$ cat src/rtl/gmm_subtract_weight_update.sv
// gmm_subtract_weight_update
//   Weight-update stage of the GMM background subtractor. Sits right after the
//   probability pipe. Every live cluster weight is decayed by 2^-ALPHA_SHIFT,
//   the matched cluster is rewarded, and when no match occurred a new cluster
//   is inserted into a free slot or written over the lowest-weight cluster.
//   Three-stage valid/ready pipeline:
//     S1 decay/reward, S2 insert/replace, S3 output register.
//
// Ports
//   clk        clock
//   rst        synchronous active-high reset (drops in-flight beats)
//   snk_valid  input beat valid
//   snk_data   mega_data_t record from the probability pipe
//   snk_ready  stage accepts a beat
//   src_ready  downstream accepts a beat
//   src_valid  output beat valid
//   src_data   record with updated mem_w/mem_var/mem_color/clusters_num

package gmm_pkg;

  typedef struct packed {
    logic [7:0] r;
    logic [7:0] g;
    logic [7:0] b;
  } color_t;

  typedef struct packed {
    color_t     color;
    logic [1:0] clusters_num;
  } in_t;

  typedef struct packed {
    in_t              in;
    logic [2:0][7:0]  mem_w;
    logic [2:0][15:0] mem_var;
    color_t [2:0]     mem_color;
    logic [1:0]       clusters_num;
    logic [1:0]       p_max_idx;
    logic             is_matched;
    logic [1:0]       b;
    logic [15:0]      vars;
    logic [9:0]       w_sum;
    logic [15:0]      var_min;
    logic [15:0]      var_max;
  } mega_data_t;

endpackage

module gmm_subtract_weight_update
  import gmm_pkg::*;
#(
  parameter int          ALPHA_SHIFT = 4,
  parameter logic [7:0]  INIT_W      = 8'd16,
  parameter logic [15:0] INIT_VAR    = 16'd900
) (
  input  logic       clk,
  input  logic       rst,
  input  logic       snk_valid,
  input  mega_data_t snk_data,
  output logic       snk_ready,
  input  logic       src_ready,
  output logic       src_valid,
  output mega_data_t src_data
);

  // ALPHA_SHIFT >= 1 keeps the reward <= 128, so a 9-bit sum never wraps.
  localparam logic [8:0] REWARD = 9'(256 >> ALPHA_SHIFT);

  logic       s1_valid;
  logic       s1_insert;
  mega_data_t s1_data;
  logic       s1_ready;

  logic       s2_valid;
  logic       s2_insert;
  logic [1:0] s2_target;
  mega_data_t s2_data;
  logic       s2_ready;

  logic       s3_ready;

  assign s3_ready  = src_ready | ~src_valid;
  assign s2_ready  = s3_ready  | ~s2_valid;
  assign s1_ready  = s2_ready  | ~s1_valid;
  assign snk_ready = s1_ready;

  // ---------------------------------------------------------------- S1
  logic [1:0] s0_n;
  logic       s0_match_eff;
  logic       s0_reward;
  logic       s0_insert;
  logic [7:0] s0_dec;
  logic [8:0] s0_sum;
  mega_data_t s0_next;

  always_comb begin
    s0_next      = snk_data;
    s0_dec       = '0;
    s0_sum       = '0;
    s0_n         = snk_data.in.clusters_num;
    // A match against an empty model is meaningless; treat it as a miss.
    s0_match_eff = snk_data.is_matched && (s0_n != 2'd0);
    s0_reward    = s0_match_eff && (snk_data.p_max_idx < s0_n);
    // A match whose index is out of range still counts as matched: no insert.
    s0_insert    = !s0_match_eff;
    for (int k = 0; k < 3; k++) begin
      if (2'(k) < s0_n) begin
        s0_dec = snk_data.mem_w[k] - (snk_data.mem_w[k] >> ALPHA_SHIFT);
        if (s0_reward && (snk_data.p_max_idx == 2'(k))) begin
          s0_sum = {1'b0, s0_dec} + REWARD;
          s0_next.mem_w[k] = s0_sum[8] ? 8'hff : s0_sum[7:0];
        end else begin
          s0_next.mem_w[k] = s0_dec;
        end
      end
    end
  end

  always_ff @(posedge clk) begin
    if (rst) begin
      s1_valid  <= 1'b0;
      s1_insert <= 1'b0;
      s1_data   <= '0;
    end else if (s1_ready) begin
      s1_valid <= snk_valid;
      if (snk_valid) begin
        s1_data   <= s0_next;
        s1_insert <= s0_insert;
      end
    end
  end

  // ---------------------------------------------------------------- S2
  logic [1:0] s1_n;
  logic [1:0] s1_min_idx;
  logic [1:0] s1_target;
  mega_data_t s1_next;

  always_comb begin
    s1_next    = s1_data;
    s1_n       = s1_data.in.clusters_num;
    // Scan from the top with strict compares so ties resolve to the higher slot.
    s1_min_idx = 2'd2;
    if (s1_data.mem_w[1] < s1_data.mem_w[s1_min_idx]) s1_min_idx = 2'd1;
    if (s1_data.mem_w[0] < s1_data.mem_w[s1_min_idx]) s1_min_idx = 2'd0;
    s1_target  = (s1_n == 2'd3) ? s1_min_idx : s1_n;

    if (s1_insert) begin
      s1_next.mem_w[s1_target]     = INIT_W;
      s1_next.mem_var[s1_target]   = INIT_VAR;
      s1_next.mem_color[s1_target] = s1_data.in.color;
      s1_next.clusters_num         = (s1_n == 2'd3) ? 2'd3 : s1_n + 2'd1;
    end else begin
      s1_next.clusters_num = s1_n;
    end
  end

  always_ff @(posedge clk) begin
    if (rst) begin
      s2_valid  <= 1'b0;
      s2_insert <= 1'b0;
      s2_target <= '0;
      s2_data   <= '0;
    end else if (s2_ready) begin
      s2_valid <= s1_valid;
      if (s1_valid) begin
        s2_data   <= s1_next;
        s2_insert <= s1_insert;
        s2_target <= s1_target;
      end
    end
  end

  // ---------------------------------------------------------------- S3
  mega_data_t s2_next;

  always_comb begin
    s2_next = s2_data;
    if (s2_insert) s2_next.p_max_idx = s2_target;
  end

  always_ff @(posedge clk) begin
    if (rst) begin
      src_valid <= 1'b0;
      src_data  <= '0;
    end else if (s3_ready) begin
      src_valid <= s2_valid;
      if (s2_valid) src_data <= s2_next;
    end
  end

endmodule

$ cat config.mk
export PLATFORM = sky130hd
export DESIGN_NAME = gmm_subtract_weight_update
export DESIGN_NICKNAME = d
export VERILOG_FILES = /design/src/rtl/gmm_subtract_weight_update.sv
export SDC_FILE = /design/constraint.sdc
export NUM_CORES = 2
export LEC_CHECK = 0
export CAP_MARGIN = 10
export CORE_ASPECT_RATIO = 1.2
export CORE_MARGIN = 2
export CORE_UTILIZATION = 57
export DETAILED_ROUTE_END_ITERATION = 6
export PLACE_DENSITY = 0.91
export SETUP_SLACK_MARGIN = 0.5
export SYNTH_ARGS = -nofsm -noshare
export SYNTH_HDL_FRONTEND = slang
export SYNTH_SLANG_ARGS = --single-unit
$ cat constraint.sdc
create_clock -name clk -period 10.2 [get_ports clk]
set_input_delay 1.53 -clock clk [delete_from_list [all_inputs] [get_ports clk]]
set_output_delay 1.53 -clock clk [all_outputs]
set_load 0.05 [all_outputs]
### Word level (Yosys, flattened, before mapping)

Index checks and enable logic that the tools add are counted.

| word-level totals | value |
|---|---|
| register bits after elaboration | 710 |
| bits of input ports | 239 |
| bits in latches | 0 |
| logic and storage cells | 154 |
| output and inout bits | 237 |
| memory bits (writable) | 0 |
| memories | 0 |
| ROM bits | 0 |

| cells by class | value |
|---|---|
| $add $sub $neg | 7 |
| div/mod/pow operators | 0 |
| multipliers | 0 |
| shift operators | 0 |
| bitwise operators | 12 |
| reductions and logical operators | 12 |
| equal/unequal tests | 3 |
| $lt $le $gt $ge | 9 |
| muxes and demuxes | 25 |

Operators with widths:

| kind | count |
|---|---|
| $mux W144 | 1 |
| $mux W8 | 11 |
| $bwmux W72 | 1 |
| $demux W24 S2 | 1 |
| $and A36 B36 Y36 | 1 |
| $not A36 Y36 | 1 |
| $demux W16 S2 | 1 |
| $add A8 B5 Y9 const B | 3 |
| $mux W24 | 1 |
| $sub A8 B4 Y8 | 3 |
| $and A21 B21 Y21 | 1 |
| $not A21 Y21 | 1 |
| $bmux W8 S2 | 1 |
| $demux W8 S2 | 1 |
| $lt A8 B8 Y1 | 2 |
| $mux W16 | 1 |
| $mux W2 | 6 |
| $or A12 B12 Y12 | 1 |
| $logic_and A1 B1 Y1 | 6 |
| $lt A2 B3 Y1 const B | 2 |
| $reduce_and A2 Y1 | 3 |
| $eq A2 B2 Y1 const B | 2 |
| $lt A1 B2 Y1 const A | 2 |
| $not A1 Y1 | 3 |
| other kinds (10) | 12 |

### Longest topological paths before layout

| logic depth | value |
|---|---|
| depth after elaboration | 14 |
| gate-level depth with buffers | 17 |
| gate-level depth less buffers | 14 |

### Worst setup path before layout

No wires, ideal clock.

| timing path | value |
|---|---|
| path kind | input-to-reg |
| start | input snk_data[185] (netlist bit) |
| end | register s1_data[185] (netlist bit) |
| stages | 13 |
| setup slack | 5.934 ns |
| data required time | 10.105 ns |
| arrival time | 4.171 ns |
| library setup time | 0.095 ns |
| path buffers | 0 |
| cells stage by stage | inv_1 > ha_1 > fa_1 > nand2b_1 > a21oi_1 > xor2_1 > inv_1 > ha_1 > nand2_1 > or4_1 > o22ai_1 > a21boi_0 > a221oi_1 |

| on the way | value |
|---|---|
| word-level cells in the longest chain between the ends | 5 |

RTL lines:

| item | line | text |
|---|---|---|
| start, declared | 59 | `input mega_data_t snk_data,` |
| $sub A8 B4 Y8 | 108 | `s0_dec = snk_data.mem_w[k] - (snk_data.mem_w[k] >> ALPHA_SHIFT);` |
| $add A8 B5 Y9 | 110 | `s0_sum = {1'b0, s0_dec} + REWARD;` |
| $mux W8 | 111 | `s0_next.mem_w[k] = s0_sum[8] ? 8'hff : s0_sum[7:0];` |
| $mux W8 | 109 | `if (s0_reward && (snk_data.p_max_idx == 2'(k))) begin` |
| $mux W8 (*) | 107 | `if (2'(k) < s0_n) begin` |
| end signal, assigned | 127 | `s1_data <= s0_next;` |
| end, declared | 71 | `mega_data_t s1_data;` |

Every way passes the cells marked *; elsewhere a longest branch is shown, timed or not.
A chain may end at the register's enable or synchronous reset.

### Final worst setup path

| timing path | value |
|---|---|
| start | input src_ready |
| end | output snk_ready |

| on the way | value |
|---|---|
| word-level cells in the longest chain between the ends | 3 |

RTL lines:

| item | line | text |
|---|---|---|
| start, declared | 61 | `input logic src_ready,` |
| $or A1 B1 Y1 | 82 | `assign s3_ready = src_ready \| ~src_valid;` |
| $or A1 B1 Y1 | 83 | `assign s2_ready = s3_ready \| ~s2_valid;` |
| $or A1 B1 Y1 | 84 | `assign s1_ready = s2_ready \| ~s1_valid;` |
| end, declared | 60 | `output logic snk_ready,` |

Every way passes these cells.

==> metrics.md <==
| Metric | Value |
|---|---|
| Maximum clock rate | 196.6 MHz |
| Top flip-flop cell by instance count after synthesis | dfxtp_1 |
| Clk Tree Root Cell | clkbuf_16 |
| Maximum VDD drop | 0.1657 mV |
| Slowest cell on crit path | clkdlybuf4s50_1 |
| Worst hold path depth | 2 |
| Cell repeated most along the worst path | clkdlybuf4s50_1 |
| Placement Setup Slack | 4.748 ns |
| Setup ws final | 5.114 ns |
| Number of port buffers | 473 |
| Library cell with the largest summed area after synthesis | dfxtp_1 |
| Routed wire length | 83.83 mm |
| Antenna violations before repair | 10 |
| Count of pins over their slew limit | 0 |
| # nets final | 4027 |
| Routed via count divided by cell count | 5.813 |
| Ratio of total power to cell area | 178.1 nW/um2 |
| LEAKAGE | 11.97 nW |
| Setup crit start kind | input pin |
| Chip Height | 242.1 um |
| Final instance area | 34000 um2 |
| Number of sinks on the clock net | 710 |
| HPWL after DPL | 51.00 mm |
| Total iterations of the first detailed-routing run | 6 |
| Clock tree from TritonCTS | yes |
| Count of boundary I/O pins | 476 |
| Largest cells by area after synthesis | dfxtp_1, nand2_1, a21oi_1 |
| Post-synth EDFFs | 0 |
| Number of buffers inserted by post-CTS setup repair | 0 |
| Max-capacitance violation count | 0 |
| Result of the run | complete, no violations |
| Overflow left after global routing | 0 |
| Max-slew headroom | 0.2115 |
| Critical path start-end classification | in2out |
| Asr flop ratio synth | 0 |
| Core Box Area | 46810 um2 |
| Last weighted congestion value of the routability-driven placer | 0.8614 |
| Number of global-route vias before repair | 24307 |
| Final clock skew | 0.03012 ns |
| Largest fanout on the critical path | 7 |
| Flip-flop and latch count after synthesis | 710 |
| Number of violations reported at the end of detailed-routing iteration 0 | 2317 |
| Cells on worst reg2reg path | 14 |
| Overall global routing resource usage | 0.3311 |
| Initial cell density of the core | 0.5753 |
| Clock tree buffer depth | 3 |
| Period Utilization, post-route | 0.4986 |
| Die outline area | 49010 um2 |
| Via count of the routed design | 25810 |
| Unrepaired setup endpoints after global routing | no |
| Clock H-tree levels | 3 |
| Latest clock arrival within the worst-skew pair | 0.61 ns |
| Final setup viols | 0 |
| Die outline width | 202.4 um |
| Total power of the final layout | 6.056 mW |
| Post-Route Setup TNS | 0 ns |
| TritonCTS Buffers | 68 |
| Fraction of layout instances using a drive strength above 1 | 0.03966 |
| Synth warn | 0 |
| Crit path time final | 5.086 ns |
| Sequential fraction of the synthesis area | 0.5278 |
| CP peak stage delay | 0.77 ns |
| P&R area growth vs syn | 26.26% |
| Yosys cell types | 53 |
| Post-cts gate resize count | 0 |
| Clock transition time at the flip-flop clock pins of the worst setup and hold paths | 0.06 ns |
| Post-synthesis net count | 3724 |
| Min-delay worst type | reg2reg |
| Setup crit end kind | output pin |
| Final number of hold-violating endpoints | 0 |
| Post-Syn Instances | 3452 |
| Number of remaining DRC errors | 0 |
| Post-DP Area | 31740 um2 |
| Transition time at the pin with the least slew margin | 1.183 ns |
| Critical path cell sequence | clkdlybuf4s50_1, nor2b_1, nand3_1, clkdlybuf4s50_1 |
| CP arrival | 3.56 ns |
| Std-Cell Rows | 87 |
| Wire length of the first global-routing pass | 130.0 mm |
| Routed wirelength normalized by instance count | 18.88 um |
| Yosys top cell area share | 0.5278 |
| Antenna-violating nets left | 0 |
| Critical path required time | 8.67 ns |
| # hold bufs at CTS | 0 |
| Pin count of the biggest net entering global routing | 256 |
| Avg Inst Size Synth | 7.801 um2 |
| Netlist area before placement | 26930 um2 |
| Worst hold slack across all endpoints | 0.4323 ns |
-- synthesized netlist by cell type, drive strengths merged (24+ instances only) --
| master | count |
|---|---|
| inv | 36 |
| clkbuf | 246 |
| o21ai | 50 |
| a21oi | 669 |
| nand3 | 46 |
| dfxtp | 710 |
| nor3 | 53 |
| nor2 | 140 |
| buf | 24 |
| a22oi | 44 |
| a211oi | 66 |
| a221oi | 40 |
| nand2 | 1181 |
| ha | 30 |
-- final timing paths --
check                           slack [ns]                          to                 startpoint
worst max-delay path                  5.11                   snk_ready                  src_ready
worst min-delay path                  0.43  src_data[209]$_SDFFE_PP0P_  s2_data[209]$_SDFFE_PP0P_
worst max register to register        5.50    s2_data[82]$_SDFFE_PP0P_  s1_data[203]$_SDFFE_PP0P_
worst min register to register        0.43  src_data[209]$_SDFFE_PP0P_  s2_data[209]$_SDFFE_PP0P_
-- metrics by stage --
stage / instances / util
2_1_floorplan: 3452 / -
3_3_place_gp: 4307 / 0.6780
3_5_place_dp: 4307 / 0.6780
4_1_cts: 4429 / 0.7257
5_1_grt: 4440 / 0.7264
6_report: 4440 / 0.7264
-- layout by cell type, fill, tap and decap left out, types with 6 or more instances in the layout --
master,count
a22oi_1,44
nor2_1,138
o21ai_0,48
xnor2_1,12
clkbuf_8,10
clkinv_2,10
clkdlybuf4s50_1,472
ha_1,30
nand3_1,45
a221oi_1,39
nor4_1,6
a21oi_1,668
diode_2,10
nand2_1,1179
inv_1,35
mux2i_1,11
xor2_1,6
clkbuf_16,71
clkbuf_1,20
buf_4,28
a211oi_1,66
dfxtp_1,710
nor3_1,53
nand2b_1,11
-- logic make-up after synthesis --
| kind of cell | share of synthesized area |
|---|---|
| multiplexers | 0.004507 |
| AND/OR/NAND/NOR | 0.2160 |
| adder cells (fa/ha/maj) | 0.01617 |
| buffers and inverters | 0.04330 |
| flip-flops | 0.5278 |
| XOR/XNOR | 0.005854 |
| AO/OA/AOI/OAI | 0.1864 |
-- worst max-delay path: cells and delay by family --
kind	cells	cell delay (ns)
buffers and inverters	2	1.17
AND/OR/NAND/NOR	2	0.85
-- final cells by class --
class                   count  area (um2)
multi-input cells        2436       11620
well taps                 623       779.5
flip-flops and latches    710       14210
diodes                     10       25.02
inverters                  36       135.1
clock buffers             101        1989
repair buffers            503        4990
fillers                  3361       12810
clock inverters            21       244.0
-- state kept, by name, summed over array words and instances (netlist names) --
name and flops:
s1_insert 1, s1_data 231, src_valid 1, s1_valid 1, s2_data 235, s2_insert 1
s2_valid 1, src_data 235, s2_target 2, s1_n 2
-- routing by layer --
layer / global-route usage / part of all wire
met5: 0 / 0
met4: 0.2404 / 0.076
met3: 0.05434 / 0.077
met2: 0.5349 / 0.47
met1: 0.3994 / 0.38
-- power breakdown --
| group | switching, mW | internal, mW | total [mW] | leakage (nW) |
|---|---|---|---|---|
| logic | 0.355 | 0.223 | 0.578 | 5.09 |
| registers | 0.0782 | 2.87 | 2.95 | 5.79 |
| clock network | 1.07 | 1.46 | 2.53 | 1.09 |
Note: power is estimated with default switching activity, not from simulation.
